File: config.mk
export PLATFORM = sky130hd
export DESIGN_NAME = sign_extend_unit
export DESIGN_NICKNAME = d
export VERILOG_FILES = /design/src/rtl/sign_extend_unit.sv
export SDC_FILE = /design/constraint.sdc
export NUM_CORES = 1
export LEC_CHECK = 0
export CORE_MARGIN = 2
export CORE_UTILIZATION = 29
export CTS_BUF_LIST = sky130_fd_sc_hd__clkbuf_8
export DETAILED_ROUTE_END_ITERATION = 6
export HOLD_SLACK_MARGIN = 0.1
export PLACE_DENSITY_LB_ADDON = 0.25
export SETUP_SLACK_MARGIN = 0.4
export SYNTH_ARGS = -nofsm -noshare
export SYNTH_HDL_FRONTEND = slang
export SYNTH_SLANG_ARGS = --single-unit
File: constraint.sdc
create_clock -name I_CLOCK -period 5.8 [get_ports I_CLOCK]
set_clock_uncertainty 0.1 [all_clocks]
set_input_delay 1.74 -clock I_CLOCK [delete_from_list [all_inputs] [get_ports I_CLOCK]]
set_output_delay 1.74 -clock I_CLOCK [all_outputs]
set_load 0.03 [all_outputs]
File: src/rtl/sign_extend_unit.sv
// Immediate extension unit for decode: a combinational result plus a registered copy with a valid bit.
// Optional macro SEXT_COND_CODE_EN adds a registered {N,Z,P} condition code of the registered result.
module sign_extend_unit #(
   parameter int IN_WIDTH  = 16,
   parameter int OUT_WIDTH = 32
) (
   input  logic                 I_CLOCK,
   input  logic                 I_RESETN,
   input  logic                 I_LOCK,
   input  logic [IN_WIDTH-1:0]  I_In,
   input  logic [1:0]           I_Mode,
   output logic [OUT_WIDTH-1:0] O_OutComb,
   output logic [OUT_WIDTH-1:0] O_Out,
   output logic                 O_LOCK,
   output logic [2:0]           O_CC
);

   typedef enum logic [1:0] {
      MODE_SEXT  = 2'b00,
      MODE_ZEXT  = 2'b01,
      MODE_HI    = 2'b10,
      MODE_SEXT8 = 2'b11
   } extMode_e;

   logic [OUT_WIDTH-1:0] out_d;
   logic [OUT_WIDTH-1:0] out_q;
   logic                 lock_q;

   always_comb begin
      out_d = '0;
      case (extMode_e'(I_Mode))
         MODE_SEXT:  out_d = {{(OUT_WIDTH-IN_WIDTH){I_In[IN_WIDTH-1]}}, I_In};
         MODE_ZEXT:  out_d = {{(OUT_WIDTH-IN_WIDTH){1'b0}}, I_In};
         MODE_HI:    out_d = {I_In, {(OUT_WIDTH-IN_WIDTH){1'b0}}};
         MODE_SEXT8: out_d = {{(OUT_WIDTH-8){I_In[7]}}, I_In[7:0]};
         default:    out_d = '0;
      endcase
   end

   assign O_OutComb = out_d;

   // Data holds while idle; the valid bit only marks the cycle after an accepted operation.
   always_ff @(posedge I_CLOCK or negedge I_RESETN) begin
      if (!I_RESETN) begin
         out_q  <= '0;
         lock_q <= 1'b0;
      end else begin
         lock_q <= I_LOCK;
         if (I_LOCK) begin
            out_q <= out_d;
         end
      end
   end

   assign O_Out  = out_q;
   assign O_LOCK = lock_q;

`ifdef SEXT_COND_CODE_EN
   logic [2:0] cc_d;
   logic [2:0] cc_q;

   always_comb begin
      cc_d = 3'b001;
      if (out_d[OUT_WIDTH-1]) begin
         cc_d = 3'b100;
      end else if (out_d == '0) begin
         cc_d = 3'b010;
      end
   end

   always_ff @(posedge I_CLOCK or negedge I_RESETN) begin
      if (!I_RESETN) begin
         cc_q <= 3'b000;
      end else if (I_LOCK) begin
         cc_q <= cc_d;
      end
   end

   assign O_CC = cc_q;
`else
   assign O_CC = 3'b000;
`endif

endmodule

After elaboration in Yosys (flattened, before gate mapping)
Cells that the tools add are included.
- register bits after elaboration: 33
- input bits: 21
- logic and storage cells: 7
- equal/unequal tests: 3
- multiplexer cells: 1
- reduce and logical (&&, ||, !) cells: 1
- operators by type and width (operator ; number):
    $pmux W32 S4 ; 1
    $eq A2 B2 Y1 const B ; 2
    $eq A2 B1 Y1 const B ; 1
    $logic_not A2 Y1 ; 1

Depth between registers and ports, before layout
- depth after elaboration: 2
- mapped depth: 5
- gate-level depth less buffers: 2

Worst setup path before layout
Ideal clock, no wire load.
- kind: input to output
- from: in I_In[7]
- to: out O_OutComb[24]
- arrival: 2.681 ns
- slack: 1.279 ns
- stages on the path: 3
- cells stage by stage: buf_2 mux2i_1 o21ai_0
- longest elaborated chain between the ends: 1
- RTL lines (what ; RTL line ; RTL):
    start: declaration ; 10 ; input logic [IN_WIDTH-1:0] I_In,
    $pmux W32 S4 ; 31 ; case (extMode_e'(I_Mode))
    end: declaration ; 12 ; output logic [OUT_WIDTH-1:0] O_OutComb,
No other way between the ends.

Worst setup path in the final report
- from: in I_Mode[1]
- to: out O_OutComb[26]
- longest elaborated chain between the ends: 2
- elaborated cells on any way between the ends: 5
- classes of those cells: eq/ne: 3; mux: 1; reduce/logical: 1
- RTL lines (what ; RTL line ; RTL):
    start: declaration ; 11 ; input logic [1:0] I_Mode,
    $eq A2 B2 Y1, or another cell as far along ; 31 ;
    $pmux W32 S4 (*) ; 31 ;
Mark *: on every way between the ends. The rest lies on a longest branch, timed or not.

==> results.toml <==
[outcome]
run_status = "completed"

[power_and_ir_drop]
power_density_nw_per_um2 = 260
cellLeakagePower_nw = 1.24
power_w = 0.000685
ir_drop_v = 0.0000946

[detailed_routing]
avgViaCountPerCell = 4.70
wire_per_inst_um = 15.4
drt-pass1-iter-count = 4
drt-total-wl_um = 5130
ant_nets = 0
routed-via-count = 1565
post-route-drc-count = 0
drt_iter0_drcs = 66

[floorplanning]
die_area_um2 = 6830
placementRows = 28
start_util_pct = 30.1
die-height_um = 82.7
die_width_um = 82.7
ios = 89
fp.coreArea_um2 = 5960

[place]
place_ws_ns = 0.561
place.port_buffers = 85
gp_routability_congestion = 0.706
hpwl_um = 3700

[setup_path]
cp-start-kind = "input pin"
critPathLaunch = "I_Mode[1]"
crit-reg2reg-launch = "O_Out[0]$_DFFE_PN0P_"
crit_path_max_fanout = 16
required_ns = 3.96
cp_class = "input pin to output port"
crit_end_element = "output port"
crit_arrival_ns = 3.37

[timing]
achievable-frequency_ghz = 0.192
maxSlewHeadroom_pct = 39.3
layout_setup_ws_ns = 0.595
rsz0062_at_grt = "no"
worst_pin_slew_ns = 0.911
report.final.hold_viol_count = 0
timing.final.setup_violations = 0
drv_slew = 0
finalCriticalPeriod_ns = 5.21
setup_total_negative_slack_ns = 0
min_period_over_period_pct = 89.7

[flow_run]
maxCapViolations = 0

[cts]
insertion_delay_ns = 0.28
tritoncts.num_buffers = 5
cts.sink_count = 33
cts.hold.buffers_added = 0
root_buffer = "sky130_fd_sc_hd__clkbuf_8"
htree_levels = 2
postCtsSetupRepairBufs = 0
largest_buffer_count_on_any_clock_path = 2
cts_tree = "yes"
worst_setup_hold_path_clk_slew_ns = 0.07

[synthesis]
mappedNetlistArea_um2 = 1790
number_of_instances_in_the_synthesized_netlist = 180
synth_seq_area_share_pct = 46.0
synth.yosys.warnings = 0
postSynthAreaPerCell_um2 = 9.97
ys_top_cells_by_area = "sky130_fd_sc_hd__dfrtp_1 (46%), sky130_fd_sc_hd__mux2i_1 (7.8%), sky130_fd_sc_hd__o221ai_1 (6.8%)"
synthDominantCellAreaShare_pct = 46.0
yosys.area.top_type = "sky130_fd_sc_hd__dfrtp_1"
postSynthRegisterBits = 33
yosys.cell_types.count = 26

[layout]
postLayoutCoreUtil_pct = 44.2
syn2layout_area_growth_pct = 46.9
register_area_um2 = 826
drive_above_1_share_pct = 21.3
n_antenna_cell = 0
num-fill-cells = 627
final_nets = 278
total_area_of_multi_input_combinational_cells_um2 = 788

[grt]
overflow = 0
met2_usage_pct = 23.5
antenna_found_initial = 0
grt.busiest_layer = "met2"
groute.usage.overall_pct = 15.9
grt.met1_usage_pct = 22.5
grt_use_met3_pct = 4.67
grt_max_degree = 54
grt_pass1_wl_um = 8110
vias_in_the_first_global_route = 1499

[hold_path]
hold_crit_start = "O_Out[13]$_DFFE_PN0P_"
worst_hold_path_type = "flip-flop to flip-flop"
-- layout by cell type (no fill, tap or decap), drive strengths merged --
cell           instances
o221ai                14
mux2i                 14
nor2b                  8
inv                   18
dfrtp                 33
or3b                   1
nand4bb                1
nor2                  10
nand2                 12
a31o                   8
nand2b                10
conb                   3
buf                   36
dlymetal6s2s           1
clkdlybuf4s50         51
clkbuf                 5
nand3                  1
a31oi                 10
o21ai                 14
and2                   8
-- Yosys cell counts --
cell type,instances
sky130_fd_sc_hd__mux2i_1,14
sky130_fd_sc_hd__a31oi_1,10
sky130_fd_sc_hd__dfrtp_1,33
sky130_fd_sc_hd__a31o_2,2
sky130_fd_sc_hd__nand4bb_1,1
sky130_fd_sc_hd__clkbuf_2,2
sky130_fd_sc_hd__buf_6,2
sky130_fd_sc_hd__clkbuf_1,1
sky130_fd_sc_hd__nand2_1,11
sky130_fd_sc_hd__buf_2,10
sky130_fd_sc_hd__buf_4,4
sky130_fd_sc_hd__a31o_1,6
sky130_fd_sc_hd__nand2_2,1
sky130_fd_sc_hd__o221ai_1,14
sky130_fd_sc_hd__nor2_1,10
sky130_fd_sc_hd__and2_1,8
sky130_fd_sc_hd__o21ai_1,2
sky130_fd_sc_hd__or3b_1,1
sky130_fd_sc_hd__nand2b_1,10
sky130_fd_sc_hd__nand3_2,1
sky130_fd_sc_hd__o21ai_2,9
sky130_fd_sc_hd__inv_1,15
sky130_fd_sc_hd__nor2b_1,8
sky130_fd_sc_hd__o21ai_0,3
sky130_fd_sc_hd__buf_8,1
sky130_fd_sc_hd__conb_1,1
-- flip-flops by register name, indices dropped and copies added (netlist names) --
| signal | flops |
|---|---|
| O_Out | 32 |
| O_LOCK | 1 |
-- worst max-delay path: stages --
cell and delay (ns):
sky130_fd_sc_hd__clkdlybuf4s50_1 0.53, sky130_fd_sc_hd__or3b_2 0.73, sky130_fd_sc_hd__o21ai_0 0.17, sky130_fd_sc_hd__buf_4 0.19
-- timing repair --
action | 4_1_cts | 5_1_grt
gates resized for setup | 0 | 2
hold endpoints to repair | 0 | 0
endpoints found under the setup margin | 0 | 3
-- cell families (layout without fill, tap and decap cells) --
logic type / count (synthesis) / after routing / share of synthesized area, %
AOI/OAI and AO/OA: 46 / 46 / 20.0
buffers and inverters: 35 / 111 / 10.5
DFF: 33 / 33 / 46.0
and+or+nand+nor: 51 / 51 / 15.5
other: 1 / 3 / 0.209
muxes: 14 / 14 / 7.81
-- area by class of cell --
type | count | share of cell area [%]
Multi-Input combinational cell | 114 | 29.9
Clock inverter | 3 | 0.427
Inverter | 15 | 2.14
Timing Repair Buffer | 88 | 30.0
Tap cell | 75 | 3.56
Sequential cell | 33 | 31.3
Clock buffer | 5 | 2.61
-- metrics by stage --
step | hold WS (ns) | instances | instance area (um2)
2_1_floorplan | 0.573 | 182 | 1800
3_3_place_gp | 0.425 | 325 | 2550
3_5_place_dp | 0.431 | 325 | 2550
4_1_cts | 0.446 | 333 | 2630
5_1_grt | 0.475 | 333 | 2640
6_report | 0.443 | 333 | 2640
-- layer usage --
metal / wire [um] / vias up
met5: 0 / -
met4: 34 / 0
met3: 332 / 2
met2: 2410 / 49
met1: 2360 / 744
li1: - / 770
-- where the power goes --
group | switching [W] | internal, W | total (W)
registers | 0.0000124 | 0.000254 | 0.000267
logic | 0.000155 | 0.000103 | 0.000258
clock network | 0.0000803 | 0.0000799 | 0.000160
total | 0.000248 | 0.000437 | 0.000685
-- final timing paths --
kind	endpoint	slack, ns	depth (start not counted)
min reg2reg	O_Out[13]$_DFFE_PN0P_	0.44	2
max in group asynchronous	O_Out[23]$_DFFE_PN0P_	3.52	2
max	O_OutComb[26]	0.59	4
min	O_Out[13]$_DFFE_PN0P_	0.44	2
max reg2reg	O_Out[0]$_DFFE_PN0P_	4.85	2
min in group asynchronous	O_Out[8]$_DFFE_PN0P_	1.77	2
No activity file was read; power rests on OpenSTA's default activity.
